**config.mk**
```make
export PLATFORM = sky130hd
export DESIGN_NAME = multdiv_seq_flat
export DESIGN_NICKNAME = d
export VERILOG_FILES = /design/src/rtl/multdiv_seq_if.sv /design/src/rtl/multdiv_seq.sv /design/src/flat_wrapper.sv
export SDC_FILE = /design/constraint.sdc
export NUM_CORES = 1
export LEC_CHECK = 0
export CAP_MARGIN = 15
export CORE_MARGIN = 4
export CORE_UTILIZATION = 40
export DETAILED_ROUTE_END_ITERATION = 10
export PLACE_DENSITY_LB_ADDON = 0.25
export SLEW_MARGIN = 20
export SYNTH_ARGS = -nofsm -noshare
export SYNTH_HDL_FRONTEND = slang
export SYNTH_SLANG_ARGS = --single-unit
```
**constraint.sdc**
```tcl
create_clock -name clock -period 10.36 [get_ports clock]
set_input_delay 2.072 -clock clock [delete_from_list [all_inputs] [get_ports clock]]
set_output_delay 2.072 -clock clock [all_outputs]
set_load 0.01 [all_outputs]
```
**src/rtl/multdiv_seq_if.sv**
```systemverilog
// Bundle of operand, start, result and status signals for multdiv_seq.
// master drives operands and start pulses; slave is the multiplier/divider.
interface multdiv_seq_if #(
  parameter int WIDTH = 32
);
  logic [WIDTH-1:0] data_operandA;
  logic [WIDTH-1:0] data_operandB;
  logic             ctrl_MULT;
  logic             ctrl_DIV;
  logic [WIDTH-1:0] data_result;
  logic [WIDTH-1:0] data_result_hi;
  logic             data_exception;
  logic             data_resultRDY;
  logic             data_busy;

  modport master (
    output data_operandA,
    output data_operandB,
    output ctrl_MULT,
    output ctrl_DIV,
    input  data_result,
    input  data_result_hi,
    input  data_exception,
    input  data_resultRDY,
    input  data_busy
  );

  modport slave (
    input  data_operandA,
    input  data_operandB,
    input  ctrl_MULT,
    input  ctrl_DIV,
    output data_result,
    output data_result_hi,
    output data_exception,
    output data_resultRDY,
    output data_busy
  );
endinterface

```
**src/rtl/multdiv_seq.sv**
```systemverilog
// Sequential signed multiplier/divider sharing one shift/add datapath; WIDTH+1 cycle latency.
// Optional macro MULTDIV_HI_EN exposes the high product half / signed remainder on data_result_hi.
module multdiv_seq #(
  parameter int WIDTH = 32
) (
  input  logic         clock,
  input  logic         reset,
  multdiv_seq_if.slave bus
);

  localparam int CNT_W = $clog2(WIDTH) + 1;

  typedef enum logic [1:0] {
    S_IDLE = 2'd0,
    S_RUN  = 2'd1,
    S_FIX  = 2'd2
  } state_t;

  state_t r_state;
  state_t w_state_next;

  logic             w_start;
  logic             w_iter;
  logic             w_fix;

  logic             r_is_div;
  logic             r_a_neg;
  logic             r_b_neg;
  logic [WIDTH-1:0] r_hi;
  logic [WIDTH-1:0] r_lo;
  logic [WIDTH-1:0] r_b;
  logic [CNT_W-1:0] r_cnt;

  logic [WIDTH-1:0] r_result;
  logic             r_exc;
  logic             r_rdy;

  logic [WIDTH-1:0] w_abs_a;
  logic [WIDTH-1:0] w_abs_b;

  logic [WIDTH:0]   w_x;
  logic [WIDTH:0]   w_y;
  logic             w_sub;
  logic [WIDTH+1:0] w_sum;
  logic [WIDTH-1:0] w_hi_next;
  logic [WIDTH-1:0] w_lo_next;

  logic             w_neg;
  logic [2*WIDTH-1:0] w_prod;
  logic [2*WIDTH-1:0] w_prod_s;
  logic             w_mul_ovf;
  logic             w_b_zero;
  logic [WIDTH-1:0] w_quot_s;
  logic             w_div_ovf;
  logic [WIDTH-1:0] w_res;
  logic             w_exc;

  assign w_start = bus.ctrl_MULT | bus.ctrl_DIV;
  assign w_abs_a = bus.data_operandA[WIDTH-1] ? -bus.data_operandA : bus.data_operandA;
  assign w_abs_b = bus.data_operandB[WIDTH-1] ? -bus.data_operandB : bus.data_operandB;

  always_ff @(posedge clock or posedge reset) begin
    if (reset) begin
      r_state <= S_IDLE;
    end else begin
      r_state <= w_state_next;
    end
  end

  // A start pulse always wins, abandoning whatever op is in RUN or FIX.
  always_comb begin
    w_state_next = r_state;
    w_iter       = 1'b0;
    w_fix        = 1'b0;
    if (w_start) begin
      w_state_next = S_RUN;
    end else begin
      case (r_state)
        S_IDLE: w_state_next = S_IDLE;
        S_RUN: begin
          w_iter = 1'b1;
          if (r_cnt == CNT_W'(WIDTH - 1)) begin
            w_state_next = S_FIX;
          end
        end
        S_FIX: begin
          w_fix        = 1'b1;
          w_state_next = S_IDLE;
        end
        default: w_state_next = S_IDLE;
      endcase
    end
  end

  // Shared adder: multiply adds |B| into the high half, divide trial-subtracts |B|.
  always_comb begin
    w_sub = r_is_div;
    if (r_is_div) begin
      w_x = {r_hi, r_lo[WIDTH-1]};
      w_y = {1'b0, r_b};
    end else begin
      w_x = {1'b0, r_hi};
      w_y = r_lo[0] ? {1'b0, r_b} : '0;
    end
    w_sum = {1'b0, w_x} + {1'b0, (w_sub ? ~w_y : w_y)} + {{(WIDTH + 1){1'b0}}, w_sub};
    if (r_is_div) begin
      w_hi_next = w_sum[WIDTH+1] ? w_sum[WIDTH-1:0] : w_x[WIDTH-1:0];
      w_lo_next = {r_lo[WIDTH-2:0], w_sum[WIDTH+1]};
    end else begin
      w_hi_next = w_sum[WIDTH:1];
      w_lo_next = {w_sum[0], r_lo[WIDTH-1:1]};
    end
  end

  assign w_neg     = r_a_neg ^ r_b_neg;
  assign w_prod    = {r_hi, r_lo};
  assign w_prod_s  = w_neg ? -w_prod : w_prod;
  assign w_mul_ovf = (w_prod_s[2*WIDTH-1:WIDTH] != {WIDTH{w_prod_s[WIDTH-1]}});
  assign w_b_zero  = (r_b == '0);
  assign w_quot_s  = w_neg ? -r_lo : r_lo;
  // Only MIN / -1 yields a positive quotient with the top bit set.
  assign w_div_ovf = ~w_neg & r_lo[WIDTH-1];

  always_comb begin
    w_res = '0;
    w_exc = 1'b0;
    if (r_is_div) begin
      w_res = w_b_zero ? '0 : w_quot_s;
      w_exc = w_b_zero | w_div_ovf;
    end else begin
      w_res = w_prod_s[WIDTH-1:0];
      w_exc = w_mul_ovf;
    end
  end

`ifdef MULTDIV_HI_EN
  logic [WIDTH-1:0] r_result_hi;
  logic [WIDTH-1:0] w_res_hi;

  always_comb begin
    w_res_hi = '0;
    if (r_is_div) begin
      w_res_hi = w_b_zero ? '0 : (r_a_neg ? -r_hi : r_hi);
    end else begin
      w_res_hi = w_prod_s[2*WIDTH-1:WIDTH];
    end
  end

  always_ff @(posedge clock or posedge reset) begin
    if (reset) begin
      r_result_hi <= '0;
    end else if (w_fix) begin
      r_result_hi <= w_res_hi;
    end
  end

  assign bus.data_result_hi = r_result_hi;
`else
  assign bus.data_result_hi = '0;
`endif

  always_ff @(posedge clock or posedge reset) begin
    if (reset) begin
      r_is_div <= 1'b0;
      r_a_neg  <= 1'b0;
      r_b_neg  <= 1'b0;
      r_hi     <= '0;
      r_lo     <= '0;
      r_b      <= '0;
      r_cnt    <= '0;
      r_result <= '0;
      r_exc    <= 1'b0;
      r_rdy    <= 1'b0;
    end else begin
      r_rdy <= 1'b0;
      if (w_start) begin
        r_is_div <= ~bus.ctrl_MULT;
        r_a_neg  <= bus.data_operandA[WIDTH-1];
        r_b_neg  <= bus.data_operandB[WIDTH-1];
        r_hi     <= '0;
        r_lo     <= w_abs_a;
        r_b      <= w_abs_b;
        r_cnt    <= '0;
      end else if (w_iter) begin
        r_hi  <= w_hi_next;
        r_lo  <= w_lo_next;
        r_cnt <= r_cnt + 1'b1;
      end else if (w_fix) begin
        r_result <= w_res;
        r_exc    <= w_exc;
        r_rdy    <= 1'b1;
      end
    end
  end

  assign bus.data_result    = r_result;
  assign bus.data_exception = r_exc;
  assign bus.data_resultRDY = r_rdy;
  assign bus.data_busy      = (r_state != S_IDLE);

endmodule
```
**src/flat_wrapper.sv**
```systemverilog
// flat-port wrapper written by rule: the top's interface ports become plain ports
module multdiv_seq_flat 
#(
  parameter int WIDTH = 32
)
  (clock, reset, bus_data_operandA, bus_data_operandB, bus_ctrl_MULT, bus_ctrl_DIV, bus_data_result, bus_data_result_hi, bus_data_exception, bus_data_resultRDY, bus_data_busy);
  multdiv_seq_if #(.WIDTH(WIDTH)) bus_i ();
  input  logic clock;
  input  logic reset;
  input wire logic [$bits(bus_i.data_operandA)-1:0] bus_data_operandA;
  input wire logic [$bits(bus_i.data_operandB)-1:0] bus_data_operandB;
  input wire logic [$bits(bus_i.ctrl_MULT)-1:0] bus_ctrl_MULT;
  input wire logic [$bits(bus_i.ctrl_DIV)-1:0] bus_ctrl_DIV;
  output wire logic [$bits(bus_i.data_result)-1:0] bus_data_result;
  output wire logic [$bits(bus_i.data_result_hi)-1:0] bus_data_result_hi;
  output wire logic [$bits(bus_i.data_exception)-1:0] bus_data_exception;
  output wire logic [$bits(bus_i.data_resultRDY)-1:0] bus_data_resultRDY;
  output wire logic [$bits(bus_i.data_busy)-1:0] bus_data_busy;
  assign bus_i.data_operandA = bus_data_operandA;
  assign bus_i.data_operandB = bus_data_operandB;
  assign bus_i.ctrl_MULT = bus_ctrl_MULT;
  assign bus_i.ctrl_DIV = bus_ctrl_DIV;
  assign bus_data_result = bus_i.data_result;
  assign bus_data_result_hi = bus_i.data_result_hi;
  assign bus_data_exception = bus_i.data_exception;
  assign bus_data_resultRDY = bus_i.data_resultRDY;
  assign bus_data_busy = bus_i.data_busy;
  multdiv_seq #(.WIDTH(WIDTH)) u_core (.clock(clock), .reset(reset), .bus(bus_i));
endmodule
```
# Word level (Yosys, flattened, before mapping)
# Index checks and enable logic that the tools add are counted.
dict set report op_classes {
  n_addsub 7
  n_eq_ne 5
  n_mux 30
  n_bitwise 9
  n_reduce_logical 4
}
# op count
set op_table {}
lappend op_table {{$mux 32} 13}
lappend op_table {{$mux 33} 3}
lappend op_table {{$neg 32->32} 3}
lappend op_table {{$mux 64} 1}
lappend op_table {{$neg 64->64} 1}
lappend op_table {{$add 33x33->34} 1}
lappend op_table {{$add 34x1->34} 1}
lappend op_table {{$not 33->33} 1}
lappend op_table {{$logic_not 32->1} 1}
lappend op_table {{$ne 32x32->1} 1}
lappend op_table {{$mux 6} 2}
lappend op_table {{$mux 1} 8}
lappend op_table {{$add 6x1->6 const B} 1}
lappend op_table {{$eq 6x5->1 const B} 1}
lappend op_table {{$mux 2} 3}
lappend op_table {{$not 1->1} 4}
lappend op_table {{$reduce_bool 2->1} 2}
lappend op_table {{$ne 3x1->1 const B} 1}
lappend op_table {{$reduce_and 3->1} 1}
lappend op_table {{$eq 2x1->1 const B} 1}
lappend op_table {{$eq 2x2->1 const B} 1}
lappend op_table {{$or 1x1->1} 2}
lappend op_table {{$and 1x1->1} 1}
lappend op_table {{$xor 1x1->1} 1}
dict set report word_totals {
  ff_bits 141
  in_bits 68
  output_inout_bits 67
  wordCells 66
}

# Longest topological paths before layout
dict set report logic_depth {
  word_depth 10
  depth_mapped 18
  depth_no_buf 14
}

# Worst setup path after synthesis
# OpenSTA, ideal clock, no wires.
dict set report synth_path {
  path_kind {input -> register}
  startpoint {input bus_data_operandA[12]}
  endpoint {register u_core.r_lo[31]}
  setup_ns 0.074
  arrival_time_ns 4.894
  t_required_ns 10.286
  setup_slack_ns 5.392
  cell_stages 9
  n_path_buf 0
  cell_sequence {or4_4 -> nor4_4 -> or3b_1 -> or4_4 -> or4_4 -> or4_4 -> nor4b_2 -> nand2_1 -> o21ai_2}
}
dict set report synth_via {
  elab_chain_cells 3
}
# item line_no
set synth_lines {}
lappend synth_lines {{from (decl)} flat_wrapper.sv:10} ;# input wire logic [$bits(bus_i.data_operandA)-1:0] bus_data_operandA;
lappend synth_lines {{$neg 32->32} multdiv_seq.sv:59} ;# assign w_abs_a = bus.data_operandA[WIDTH-1] ? -bus.data_operandA : bus.data_operandA;
lappend synth_lines {{$mux 32} multdiv_seq.sv:59}
lappend synth_lines {{$mux 32} multdiv_seq.sv:176} ;# if (w_start) begin
lappend synth_lines {{to (signal assigned)} multdiv_seq.sv:181} ;# r_lo <= w_abs_a;
lappend synth_lines {{to (signal assigned)} multdiv_seq.sv:186} ;# r_lo <= w_lo_next;
lappend synth_lines {{to (decl)} multdiv_seq.sv:30} ;# logic [WIDTH-1:0] r_lo;
# Every way passes these cells.
# A chain may end at the register's enable or synchronous reset.

# Final worst setup path
dict set report layout_path {
  startpoint {register u_core.r_is_div}
  endpoint {register u_core.r_hi[28]}
}
dict set report layout_via {
  elab_chain_cells 9
  elab_cells_between_ends 10
  cone_classes {add/sub: 2; mux: 7; bitwise: 1}
}
# item line_no
set layout_lines {}
lappend layout_lines {{from (decl)} multdiv_seq.sv:26} ;# logic r_is_div;
lappend layout_lines {{from (signal assigned)} multdiv_seq.sv:177} ;# r_is_div <= ~bus.ctrl_MULT;
lappend layout_lines {{$mux 33} multdiv_seq.sv:98} ;# if (r_is_div) begin
lappend layout_lines {{$not 33->33} multdiv_seq.sv:105} ;# w_sum = {1'b0, w_x} + {1'b0, (w_sub ? ~w_y : w_y)} + {{(WIDTH + 1){1'b0}}, w_sub};
lappend layout_lines {{$mux 33} multdiv_seq.sv:105}
lappend layout_lines {{$add 33x33->34} multdiv_seq.sv:105}
lappend layout_lines {{$add 34x1->34} multdiv_seq.sv:105}
lappend layout_lines {{$mux 32} multdiv_seq.sv:107} ;# w_hi_next = w_sum[WIDTH+1] ? w_sum[WIDTH-1:0] : w_x[WIDTH-1:0];
lappend layout_lines {{$mux 32 *} multdiv_seq.sv:106} ;# if (r_is_div) begin
lappend layout_lines {{$mux 32 *} multdiv_seq.sv:184} ;# end else if (w_iter) begin
lappend layout_lines {{$mux 32 *} multdiv_seq.sv:176}
lappend layout_lines {{to (signal assigned)} multdiv_seq.sv:185} ;# r_hi <= w_hi_next;
lappend layout_lines {{to (decl)} multdiv_seq.sv:29} ;# logic [WIDTH-1:0] r_hi;
# Mark *: on every way between the ends. The rest lies on a longest branch, timed or not. The select of a mux whose other input is x is not followed.

==> results.py <==
metrics = {
    "outcome": {
        "status": "complete, no violations",
    },
    "die": {
        "core_area_um2": 29900,
        "chipHeight_um": 183,
        "initial_core_util": 0.408,
        "fp.dieArea_um2": 33400,
        "dieWidth_um": 183,
        "core.rowCount": 63,
        "pin_count": 135,
    },
    "timing": {
        "final_max_slew_viol_count": 0,
        "clock.fmax_mhz": 186,
        "fin_skew_ns": 0.0191,
        "fin_ws_ns": 4.97,
        "worst_pin_slew_ns": 1.06,
        "tns_ns": 0,
        "hold_viol": 0,
        "grt_setup_unrepaired": "false",
        "setup_viol": 0,
        "period_needed_ns": 5.39,
        "slew_headroom": 0.290,
        "period_share": 0.520,
    },
    "setup_path": {
        "cp-start-kind": "flop",
        "endpoint_kind": "flop",
        "crit_type": "reg -> reg",
        "worstSetupStartpoint": "u_core.r_is_div$_DFFE_PP0N_",
        "worstPathArrival_ns": 5.71,
        "rr_startpoint": "u_core.r_is_div$_DFFE_PP0N_",
        "cp_max_fo": 64,
        "required_ns": 10.68,
    },
    "cells_and_area": {
        "drive_gt1_frac": 0.0647,
        "area_delta_synth_final_pct": 14.4,
        "final_nets": 1669,
        "diodes": 0,
        "multi_input_comb_area_um2": 8030,
        "seq_area_um2": 3530,
        "fillers": 2948,
    },
    "clock_network": {
        "htreeDepth": 4,
        "cts-root-buf": "clkbuf_16",
        "cts_resized": 0,
        "cts.hold.buffers_added": 0,
        "numClockSinks": 141,
        "cts_max_path_buffers": 2,
        "clk_latency_ns": 0.44,
        "cts_buffers": 17,
        "postCtsSetupBuffers": 0,
        "cts_tree": "done",
        "clk_pin_slew_worst_paths_ns": 0.08,
    },
    "grt": {
        "grt_pass1_vias": 10587,
        "grt_start_max_net_pins": 75,
        "grt_pass1_wl_mm": 56.7,
        "grt_use_total": 0.206,
        "antenna_found_initial": 0,
        "gr-total-overflow": 0,
    },
    "power_and_ir_drop": {
        "power_density_nw_per_um2": 141,
        "ir_drop_uv": 118,
        "totalPowerFinal_mw": 1.97,
        "cellLeakagePower_nw": 5.59,
    },
    "placed_design": {
        "post-place-ws_ns": 4.73,
        "hpwl_mm": 25.5,
        "gp_congestion": 0.919,
        "io_buffers": 102,
    },
    "route": {
        "vias": 11469,
        "drc": 0,
        "drtIter0Drc": 1120,
        "wirelength_mm": 35.0,
        "wl_per_cell_um": 17.8,
        "dr.pass1.iters": 6,
        "drtAntennaViolNets": 0,
        "via_per_inst": 5.83,
    },
    "synthesis": {
        "ys_async_sr_fraction": 1.00,
        "yosysWarnings": 0,
        "syn-cell-area_um2": 12200,
        "synth_edf_count": 0,
        "ys_ff_latch": 141,
        "synth-seq-area-share": 0.289,
        "synthFlopType": "dfrtp_1",
        "yosysUniqueCellTypes": 76,
        "syn_inst": 1549,
        "syn_avg_cell_area_um2": 7.88,
    },
    "worst_hold_path": {
        "hold_path_startpoint": "u_core.bus.data_result[31]$_DFFE_PP0P_",
        "hp-class": "reg -> reg",
    },
    "run": {
        "max_cap_viol_count": 0,
    },
}
kinds of logic (layout without fill, tap and decap cells):
| family | count (synthesis) | in the layout | share of synthesized area |
|---|---|---|---|
| AND/OR/NAND/NOR | 508 | 508 | 0.203 |
| AO/OA/AOI/OAI | 478 | 478 | 0.248 |
| buffers and inverters | 177 | 174 | 0.0649 |
| XOR/XNOR | 148 | 148 | 0.106 |
| flip-flops | 141 | 141 | 0.289 |
| multiplexers | 60 | 60 | 0.0516 |
| adder cells (fa/ha/maj) | 36 | 36 | 0.0375 |
| other | 1 | 32 | 0.000307 |
critical path, stage by stage, from the launching register on:
cell and delay [ns]:
dfrtp_4 0.98, nor2_2 0.03, buf_4 0.25, nand2_1 0.09, o21ai_0 0.24, fa_1 0.53
a21o_1 0.21, a221oi_1 0.59, a221oi_1 0.31, a41oi_1 0.46, a31oi_1 0.22, o41ai_1 0.67
xor2_1 0.29, a21oi_1 0.12, a22o_1 0.22
power breakdown:
| part | leakage [nW] | switching [mW] | internal (mW) |
|---|---|---|---|
| Sequential | 1.80 | 0.0882 | 0.592 |
| Combinational | 3.46 | 0.337 | 0.236 |
| Clock | 0.323 | 0.279 | 0.441 |
| Total | 5.59 | 0.704 | 1.27 |
synthesized netlist by cell type (18+ instances only):
cell	instances	area, µm²
a31oi_1	23	144
inv_1	25	93.8
nor3_1	30	150
nand2_1	200	751
o221ai_1	18	158
a211oi_1	34	255
nor2_1	110	413
or3_1	21	131
mux2i_1	37	370
o21ai_0	177	886
nand3_1	22	110
buf_4	33	248
clkbuf_1	101	379
ha_1	35	438
xor2_1	95	832
xnor2_1	53	464
nor4_1	25	156
mux2_2	23	259
dfrtp_1	141	3530
a21oi_1	79	395
o31ai_1	27	203
layout by cell type (no fill, tap or decap), types with 8 or more instances in the layout:
cell type | Yosys | routed
a211oi_1 | 34 | 34
a21o_1 | 16 | 16
a21oi_1 | 79 | 79
a31oi_1 | 23 | 23
a41oi_1 | 9 | 9
and2_1 | 8 | 8
buf_4 | 33 | 16
clkbuf_16 | 0 | 17
clkdlybuf4s50_1 | 0 | 102
conb_1 | 1 | 32
dfrtp_1 | 141 | 140
ha_1 | 35 | 35
inv_1 | 25 | 24
mux2_2 | 23 | 23
mux2i_1 | 37 | 37
nand2_1 | 200 | 199
nand2b_1 | 9 | 8
nand3_1 | 22 | 22
nand4_1 | 17 | 17
nor2_1 | 110 | 107
nor3_1 | 30 | 30
nor4_1 | 25 | 25
o21ai_0 | 177 | 177
o221ai_1 | 18 | 18
o22ai_1 | 16 | 16
o31ai_1 | 27 | 27
o41ai_1 | 14 | 14
or3_1 | 21 | 21
or4_1 | 12 | 12
xnor2_1 | 53 | 52
xor2_1 | 95 | 94
cell type report:
| type | count | area share |
|---|---|---|
| repair buffers | 118 | 0.0818 |
| multi-input cells | 1262 | 0.575 |
| clock buffers | 18 | 0.0315 |
| flip-flops and latches | 141 | 0.253 |
| well taps | 390 | 0.0350 |
| clock inverters | 13 | 0.0162 |
| inverters | 25 | 0.00708 |
path summary, 6_finish.rpt:
path | to | slack [ns] | cells past startpoint
setup / recovery | u_core.r_hi[28]$_DFFE_PP0N_ | 4.97 | 14
hold / removal | u_core.bus.data_result[31]$_DFFE_PP0P_ | 0.48 | 2
setup reg to reg | u_core.r_hi[28]$_DFFE_PP0N_ | 4.97 | 14
hold reg to reg | u_core.bus.data_result[31]$_DFFE_PP0P_ | 0.48 | 2
max in group asynchronous | u_core.r_b[29]$_DFFE_PP0N_ | 6.85 | 3
min in group asynchronous | u_core.bus.data_resultRDY$_DFF_PP0_ | 2.13 | 2
routing by layer:
| layer | share of wire | vias to the layer above | track usage | routed length [µm] |
|---|---|---|---|---|
| met5 | 0 | - | 0 | 0 |
| met3 | 0.052 | 56 | 0.0279 | 1800 |
| met4 | 0.020 | 0 | 0.0588 | 692 |
| met2 | 0.46 | 375 | 0.326 | 16200 |
| met1 | 0.47 | 5410 | 0.294 | 16300 |
| li1 | - | 5628 | - | - |
registers in the layout, indices dropped and copies added, names as in the netlist:
name,count
u_core.r_a_neg,1
u_core.bus.data_resultRDY,1
u_core.r_b_neg,1
u_core.r_state,2
u_core.bus.data_exception,1
u_core.r_cnt,6
u_core.r_is_div,1
u_core.r_b,32
u_core.bus.data_result,32
u_core.r_hi,32
u_core.r_lo,32
metrics by stage:
step / cells / area, µm² / hold slack [ns] / utilization
global placement: 1936 / 13300 / 0.461 / 0.445
detailed placement: 1936 / 13300 / 0.472 / 0.445
floorplan: 1580 / 12300 / 0.453 / -
CTS: 1967 / 14000 / 0.487 / 0.467
finish: 1967 / 14000 / 0.476 / 0.467
global route: 1967 / 14000 / 0.513 / 0.467
Note: power is estimated with default switching activity, not from simulation.
